<file path="config.mk">
export PLATFORM = sky130hd
export DESIGN_NAME = fetch_sequencer_flat
export DESIGN_NICKNAME = d
export VERILOG_FILES = /design/src/rtl/fetch_if.sv /design/src/rtl/fetch_sequencer.sv /design/src/flat_wrapper.sv
export SDC_FILE = /design/constraint.sdc
export NUM_CORES = 1
export LEC_CHECK = 0
export ABC_AREA = 1
export CORE_MARGIN = 2
export CORE_UTILIZATION = 43
export CTS_BUF_LIST = sky130_fd_sc_hd__clkbuf_8
export CTS_CLUSTER_SIZE = 25
export DETAILED_ROUTE_END_ITERATION = 10
export PLACE_DENSITY = 0.83
export SYNTH_ARGS = -nofsm -noshare
export SYNTH_HDL_FRONTEND = slang
export SYNTH_SLANG_ARGS = --single-unit
export TNS_END_PERCENT = 100
</file>
<file path="constraint.sdc">
create_clock -name clk -period 1.97 [get_ports clk]
set_clock_uncertainty 0.2 [all_clocks]
set_input_delay 0.394 -clock clk [delete_from_list [all_inputs] [get_ports clk]]
set_output_delay 0.394 -clock clk [all_outputs]
set_load 0.03 [all_outputs]
</file>
<file path="src/rtl/fetch_if.sv">
// Bundle of the fetch sequencer's control, memory, decode and redirect signals.
// The master modport is the sequencer; the slave modport is PC register, memory, decode and control.
interface fetch_if #(
  parameter int ADDR_W = 16,
  parameter int DATA_W = 16
);
  logic              start;
  logic              halt;
  logic [ADDR_W-1:0] pc_current;
  logic              pc_step;
  logic              pc_branch_en;
  logic [ADDR_W-1:0] pc_branch_addr;
  logic              mem_req;
  logic [ADDR_W-1:0] mem_addr;
  logic              mem_ack;
  logic [DATA_W-1:0] mem_rdata;
  logic              instr_valid;
  logic [DATA_W-1:0] instr_data;
  logic              instr_ready;
  logic [ADDR_W-1:0] instr_pc;
  logic              redirect_valid;
  logic [ADDR_W-1:0] redirect_addr;
  logic              busy;
  logic              fetch_err;

  modport master (
    input  start, halt, pc_current, mem_ack, mem_rdata, instr_ready,
           redirect_valid, redirect_addr,
    output pc_step, pc_branch_en, pc_branch_addr, mem_req, mem_addr,
           instr_valid, instr_data, instr_pc, busy, fetch_err
  );

  modport slave (
    output start, halt, pc_current, mem_ack, mem_rdata, instr_ready,
           redirect_valid, redirect_addr,
    input  pc_step, pc_branch_en, pc_branch_addr, mem_req, mem_addr,
           instr_valid, instr_data, instr_pc, busy, fetch_err
  );
endinterface

</file>
<file path="src/rtl/fetch_sequencer.sv">
// Instruction-fetch controller: one memory read per PC value, hold the word for decode,
// then step or branch the PC. Latches redirect requests and traps memory timeouts.
module fetch_sequencer #(
  parameter int ADDR_W      = 16,
  parameter int DATA_W      = 16,
  parameter int TIMEOUT_CYC = 255
) (
  input logic      clk,
  input logic      rst_n,
  fetch_if.master  bus
);

  localparam int               CNT_W    = (TIMEOUT_CYC > 1) ? $clog2(TIMEOUT_CYC) : 1;
  localparam logic [CNT_W-1:0] CNT_LAST = CNT_W'(TIMEOUT_CYC - 1);

  typedef enum logic [2:0] {
    S_IDLE,
    S_FETCH,
    S_HOLD,
    S_STEP,
    S_ERR
  } state_t;

  state_t            state_q, state_d;
  logic [CNT_W-1:0]  cnt_q;
  logic              redir_pend;
  logic [ADDR_W-1:0] redir_addr;
  logic [DATA_W-1:0] instr_data_q;
  logic [ADDR_W-1:0] instr_pc_q;
  logic              take_branch;
  logic              fetching;

  assign take_branch = (state_q == S_STEP) && redir_pend;
  assign fetching    = (state_q == S_FETCH);

  always_ff @(posedge clk or negedge rst_n) begin
    if (!rst_n) begin
      state_q      <= S_IDLE;
      cnt_q        <= '0;
      redir_pend   <= 1'b0;
      redir_addr   <= '0;
      instr_data_q <= '0;
      instr_pc_q   <= '0;
    end else begin
      // NOTE: non-blocking assignments so every register samples pre-edge values.
      state_q <= state_d;
      // Counts FETCH cycles spent waiting; zero whenever FETCH is (re)entered.
      cnt_q   <= (fetching && state_d == S_FETCH) ? cnt_q + CNT_W'(1) : '0;

      // A fresh redirect wins over the clear caused by the branch it would replace.
      if (bus.redirect_valid) begin
        redir_pend <= 1'b1;
        redir_addr <= bus.redirect_addr;
      end else if (take_branch) begin
        redir_pend <= 1'b0;
      end

      if (fetching && bus.mem_ack && !redir_pend) begin
        instr_data_q <= bus.mem_rdata;
        instr_pc_q   <= bus.pc_current;
      end
    end
  end

  always_comb begin
    // NOTE: default assigned first so no path leaves state_d unassigned (no latch).
    state_d = state_q;
    unique case (state_q)
      S_IDLE:  if (bus.start && !bus.halt) state_d = redir_pend ? S_STEP : S_FETCH;
      S_FETCH: begin
        if (bus.mem_ack)             state_d = redir_pend ? S_STEP : S_HOLD;
        else if (cnt_q == CNT_LAST)  state_d = S_ERR;
      end
      S_HOLD:  if (bus.instr_ready || redir_pend) state_d = S_STEP;
      S_STEP:  state_d = bus.halt ? S_IDLE : S_FETCH;
      S_ERR:   if (redir_pend) state_d = S_STEP;
      default: state_d = S_IDLE;
    endcase
  end

  assign bus.mem_req        = fetching;
  assign bus.mem_addr       = fetching ? bus.pc_current : '0;
  assign bus.instr_valid    = (state_q == S_HOLD);
  assign bus.instr_data     = instr_data_q;
  assign bus.instr_pc       = instr_pc_q;
  assign bus.pc_step        = (state_q == S_STEP);
  assign bus.pc_branch_en   = take_branch;
  assign bus.pc_branch_addr = take_branch ? redir_addr : '0;
  assign bus.busy           = (state_q != S_IDLE);
  assign bus.fetch_err      = (state_q == S_ERR);

endmodule

</file>
<file path="src/flat_wrapper.sv">
// flat-port wrapper written by rule: the top's interface ports become plain ports
module fetch_sequencer_flat 
#(
  parameter int ADDR_W      = 16,
  parameter int DATA_W      = 16,
  parameter int TIMEOUT_CYC = 255
)
  (clk, rst_n, bus_start, bus_halt, bus_pc_current, bus_mem_ack, bus_mem_rdata, bus_instr_ready, bus_redirect_valid, bus_redirect_addr, bus_pc_step, bus_pc_branch_en, bus_pc_branch_addr, bus_mem_req, bus_mem_addr, bus_instr_valid, bus_instr_data, bus_instr_pc, bus_busy, bus_fetch_err);
  fetch_if #(.ADDR_W(ADDR_W), .DATA_W(DATA_W)) bus_i ();
  input logic clk;
  input logic rst_n;
  input wire logic [$bits(bus_i.start)-1:0] bus_start;
  input wire logic [$bits(bus_i.halt)-1:0] bus_halt;
  input wire logic [$bits(bus_i.pc_current)-1:0] bus_pc_current;
  input wire logic [$bits(bus_i.mem_ack)-1:0] bus_mem_ack;
  input wire logic [$bits(bus_i.mem_rdata)-1:0] bus_mem_rdata;
  input wire logic [$bits(bus_i.instr_ready)-1:0] bus_instr_ready;
  input wire logic [$bits(bus_i.redirect_valid)-1:0] bus_redirect_valid;
  input wire logic [$bits(bus_i.redirect_addr)-1:0] bus_redirect_addr;
  output wire logic [$bits(bus_i.pc_step)-1:0] bus_pc_step;
  output wire logic [$bits(bus_i.pc_branch_en)-1:0] bus_pc_branch_en;
  output wire logic [$bits(bus_i.pc_branch_addr)-1:0] bus_pc_branch_addr;
  output wire logic [$bits(bus_i.mem_req)-1:0] bus_mem_req;
  output wire logic [$bits(bus_i.mem_addr)-1:0] bus_mem_addr;
  output wire logic [$bits(bus_i.instr_valid)-1:0] bus_instr_valid;
  output wire logic [$bits(bus_i.instr_data)-1:0] bus_instr_data;
  output wire logic [$bits(bus_i.instr_pc)-1:0] bus_instr_pc;
  output wire logic [$bits(bus_i.busy)-1:0] bus_busy;
  output wire logic [$bits(bus_i.fetch_err)-1:0] bus_fetch_err;
  assign bus_i.start = bus_start;
  assign bus_i.halt = bus_halt;
  assign bus_i.pc_current = bus_pc_current;
  assign bus_i.mem_ack = bus_mem_ack;
  assign bus_i.mem_rdata = bus_mem_rdata;
  assign bus_i.instr_ready = bus_instr_ready;
  assign bus_i.redirect_valid = bus_redirect_valid;
  assign bus_i.redirect_addr = bus_redirect_addr;
  assign bus_pc_step = bus_i.pc_step;
  assign bus_pc_branch_en = bus_i.pc_branch_en;
  assign bus_pc_branch_addr = bus_i.pc_branch_addr;
  assign bus_mem_req = bus_i.mem_req;
  assign bus_mem_addr = bus_i.mem_addr;
  assign bus_instr_valid = bus_i.instr_valid;
  assign bus_instr_data = bus_i.instr_data;
  assign bus_instr_pc = bus_i.instr_pc;
  assign bus_busy = bus_i.busy;
  assign bus_fetch_err = bus_i.fetch_err;
  fetch_sequencer #(.ADDR_W(ADDR_W), .DATA_W(DATA_W), .TIMEOUT_CYC(TIMEOUT_CYC)) u_core (.clk(clk), .rst_n(rst_n), .bus(bus_i));
endmodule
</file>
## Word level (Yosys, flattened, before mapping)

Cells that the tools add are included.

| storage, ports and cells | value |
|---|---|
| output and inout bits | 70 |
| register bits after elaboration | 60 |
| logic and storage cells | 38 |

| cells by class | value |
|---|---|
| add/sub/neg operators | 1 |
| equality and inequality tests | 6 |
| muxes and demuxes | 14 |
| reductions and logical operators | 11 |

Operators by type and width:

| operator | number |
|---|---|
| $mux 16 | 2 |
| $mux 3 | 5 |
| $pmux 3 s5 | 1 |
| $add 8x1->8 const B | 1 |
| $eq 8x8->1 const B | 1 |
| $mux 8 | 1 |
| $eq 3x1->1 const B | 2 |
| $eq 3x2->1 const B | 2 |
| $logic_and 1x1->1 | 5 |
| $mux 1 | 4 |
| $eq 3x3->1 const B | 1 |
| $logic_not 3->1 | 1 |
| $reduce_bool 3->1 | 1 |
| $logic_not 1->1 | 2 |
| $mux 2 | 1 |
| $reduce_bool 2->1 | 1 |
| $logic_or 1x1->1 | 1 |

## Logic depth before layout (Yosys ltp)

Gate-level depths: netlist of the first run.

| logic depth | value |
|---|---|
| word-level depth | 7 |
| gate-level depth with buffers | 9 |
| mapped depth without buffers | 9 |

## Worst setup path before layout of the first run

Ideal clock, no wire load.

| timing path | value |
|---|---|
| path type | reg2out |
| from | register u_core.state_q[0] |
| to | output port bus_pc_branch_addr[10] |
| slack | -738 ps |
| cell stages (with the launch flop) | 6 |
| buffers on the path | 1 |
| arrival time | 2114 ps |
| data required time | 1376 ps |
| cells stage by stage | dfrtp_1 > nand2_1 > nor3_1 > inv_1 > buf_6 > nor2_1 |

| between the ends | value |
|---|---|
| word-level cells in the longest chain between the ends | 3 |

RTL lines:

| what | RTL line | text |
|---|---|---|
| start: declaration | fetch_sequencer.sv:24 | `state_t state_q, state_d;` |
| start signal: assignment | fetch_sequencer.sv:46 | `state_q <= state_d;` |
| $eq 3x2->1 | fetch_sequencer.sv:33 | `assign take_branch = (state_q == S_STEP) && redir_pend;` |
| $logic_and 1x1->1 | fetch_sequencer.sv:33 |  |
| named net bus_pc_branch_en | flat_wrapper.sv:21 | `output wire logic [$bits(bus_i.pc_branch_en)-1:0] bus_pc_branch_en;` |
| $mux 16 | fetch_sequencer.sv:88 | `assign bus.pc_branch_addr = take_branch ? redir_addr : '0;` |
| end: declaration | flat_wrapper.sv:22 | `output wire logic [$bits(bus_i.pc_branch_addr)-1:0] bus_pc_branch_addr;` |

The timed path passes the listed nets, and every way through them passes these cells.

## Final worst setup path of the first run

| timing path | value |
|---|---|
| from | register u_core.state_q[1] |
| to | output port bus_pc_branch_addr[4] |

| between the ends | value |
|---|---|
| word-level cells in the longest chain between the ends | 3 |

RTL lines:

| what | RTL line |
|---|---|
| $eq 3x2->1 | fetch_sequencer.sv:33 |
| $logic_and 1x1->1 | fetch_sequencer.sv:33 |
| $mux 16 | fetch_sequencer.sv:88 |

Every way passes these cells.

==> summary.txt, run 1 <==
Run status
  – Outcome: finished, violations left
  – Violated checks: negative setup slack

Final layout
  – Commonest non-fill, non-tap cell in the layout: nand2_1
  – Post-route design area: 4640 µm²
  – Share of layout cells above drive strength 1: 21.6%
  – Diode count: 0
  – Nets: 539
  – Synth-to-layout area growth: 68.5%
  – Post-route insts no fill: 564
  – Leading cell types in the layout, fill and taps excluded: 90 x nand2_1, 57 x dfrtp_1, 53 x clkdlybuf4s50_1, 50 x inv_1, 34 x nor2_1

Synth
  – Syn nets: 399
  – EDFF count, synth: 0
  – Netlist cell types: 22
  – YS warnings: 0
  – Netlist Area Pre-Place: 2760 µm²
  – Syn Inst Count: 342
  – Share of the yosys chip area belonging to registers: 54.5%
  – Ys flop type: dfrtp_1
  – Yosys reg bits: 60
  – FFs w/ async S/R, synth: 100%
  – Syn avg cell area: 8.06 µm²

STA
  – RSZ-0062 raised after global routing: true
  – Tmin final: 2.15 ns
  – Rel. slew slack: 76.8%
  – Setup ws final: -0.179 ns
  – Max-slew violation count: 0
  – Final Setup Violations: 33
  – Hold Vio Cnt, Final: 0
  – Final worst-path cycle share: 109%
  – FMAX: 465 MHz
  – TNS Setup: -2.90 ns
  – Slew @ Worst Pin: 0.347 ns

Clocking
  – CTS root buf: clkbuf_8
  – Clock-pin slew on the worst setup and hold paths: 0.07 ns
  – Clk sinks: 60
  – CTS Buf Count: 9
  – Worst skew pair latency: 0.34 ns
  – CTS tree: yes
  – Htree depth: 3
  – CTS Buffer Depth: 2

Worst setup path
  – Critical path's slowest cell: dfrtp_2
  – Data required, critical path: 1.38 ns
  – Crit start category: flip-flop
  – CP Data Arrival Time: 1.55 ns
  – Crit-path max FO: 8
  – Setup crit end kind: output pin
  – Setup CP Type: reg2out
  – Critical path cell sequence: nand2_4, nor3_4, bufinv_16, nor2_4, buf_6
  – Worst stage delay on the critical path: 0.42 ns

Power and ir drop
  – Leak: 2.60 nW
  – Worst VDD drop: 940 µV
  – P per Cell Area: 1380 nW/µm²

Flow run
  – Maxcap violations: 0

Drt
  – Vias/cell: 4.76
  – Routed len/inst: 13.2 µm
  – First DRT Iteration DRCs: 108
  – WL final: 7.46 mm
  – DR DRC count: 0
  – Via count: 2682
  – Drt pass-1 iters: 4
  – Routed Antenna Nets: 0

GRT
  – GRT overflow: 0
  – Vias in the first global route: 2665
  – Pin count of the biggest net entering global routing: 61
  – Antenna violations before repair: 0
  – Total GRT Usage: 21.8%
  – First-pass GRT wire length: 12.3 mm

Place
  – Post-DP HPWL: 5.07 mm
  – DP Cell Count: 535
  – Placed Area: 4080 µm²
  – GPL Wtd Cong: 0.771
  – IO buf count: 124

Floorplan
  – Die Wd: 84.1 µm
  – Rows: 29
  – Core Area: 6280 µm²
  – Ports: 125
  – Die area: 7070 µm²
  – Die height: 84.1 µm
  – Initial Util: 43.9%

Hold path
  – Hold Crit Class: reg2reg
[flip-flops by register name (all words and copies together) (netlist names)]
register / flops
u_core.bus.instr_data: 16
u_core.bus.instr_pc: 16
u_core.redir_addr: 16
u_core.cnt_q: 8
u_core.state_q: 3
u_core.redir_pend: 1
[metal layers]
layer	part of all wire [%]	vias up	track usage [%]
met4	1.6	0	7.92
li1	-	1327	-
met5	0	-	0
met1	39	1258	25.2
met2	52	87	37.9
met3	7.5	10	6.73
[where the power goes]
part | leakage (nW) | switching [W] | internal (W)
combinational | 1.71 | 0.00199 | 0.00127
clock | 0.131 | 0.000469 | 0.000903
sequential | 0.759 | 0.000191 | 0.00157
[critical path: cells and delay by family (launching register included)]
kind / cells / cell delay, ns
simple gates: 3 / 0.42
flops: 1 / 0.42
buf+inv: 2 / 0.38
[area by class of cell]
type / count / area, µm²
Multi-Input combinational cell: 218 / 1140
Sequential cell: 60 / 1510
Clock buffer: 11 / 151
Fill cell: 446 / 1630
Tap cell: 77 / 96.3
Clock inverter: 5 / 98.8
Inverter: 51 / 218
Timing Repair Buffer: 141 / 1430
Timing Repair inverter: 1 / 11.3
[final timing paths]
path	start	to	slack (ns)	cells past startpoint
worst max-delay path	u_core.state_q[1]	bus_pc_branch_addr[4]	-0.18	5
worst min register to register	u_core.bus.instr_data[6]	u_core.bus.instr_data[6]	0.27	2
min in group asynchronous	rst_n	u_core.bus.instr_data[7]	0.42	3
max in group asynchronous	rst_n	u_core.state_q[1]	0.89	3
worst max register to register	u_core.state_q[2]	u_core.bus.instr_pc[2]	0.19	9
worst min-delay path	u_core.bus.instr_data[6]	u_core.bus.instr_data[6]	0.27	2
[kinds of logic (layout without fill, tap and decap cells)]
logic type	Yosys count	after routing	synth area share (%)
xor+xnor	1	1	0.318
fa+ha+maj	2	2	0.908
flops	60	60	54.5
compound gates	36	36	7.26
simple gates	179	179	27.1
buf+inv	64	209	9.90
[Yosys cell counts, types with 2 or more instances]
library cell	instances	area share (%)
nand3_1	24	4.4
dfrtp_1	60	54
nand2_1	92	13
o21bai_1	2	0.54
o21ai_2	4	1.3
inv_1	50	6.8
nand4_1	2	0.45
buf_2	2	0.36
clkbuf_1	6	0.82
ha_1	2	0.91
buf_6	4	1.6
nor3_1	4	0.73
nor2_1	53	7.2
o21ai_0	29	5.3
[per-stage QoR]
stage | util, % | power (W) | hold slack [ns] | setup WS [ns]
6_report | 74.0 | 0.00639 | 0.265 | -0.179
5_1_grt | 74.0 | 0.00673 | 0.283 | -0.240
4_1_cts | 72.1 | 0.00635 | 0.270 | -0.155
3_5_place_dp | 65.0 | 0.00477 | 0.227 | 0.0744
3_3_place_gp | 65.0 | 0.00470 | 0.227 | 0.133
2_1_floorplan | - | 0.00359 | -0.102 | -0.0158
[repair_timing]
action / in CTS / in global routing
resized for setup: 39 / 31
pin swaps: 3 / 1
buffers inserted: 7 / 5
endpoints found under the setup margin: 43 / 59
gates cloned: 1 / 0
hold endpoints to repair: 60 / 0
hold buffers: 1 / 0
Power figures use the tool's default switching activity.
==> run 2, diff against run 1 <==
Settings changed: SLEW_MARGIN from default to 20.
==> results of run 2 <==
No change in the layout: final DEF, timing and power equal those of run 1.
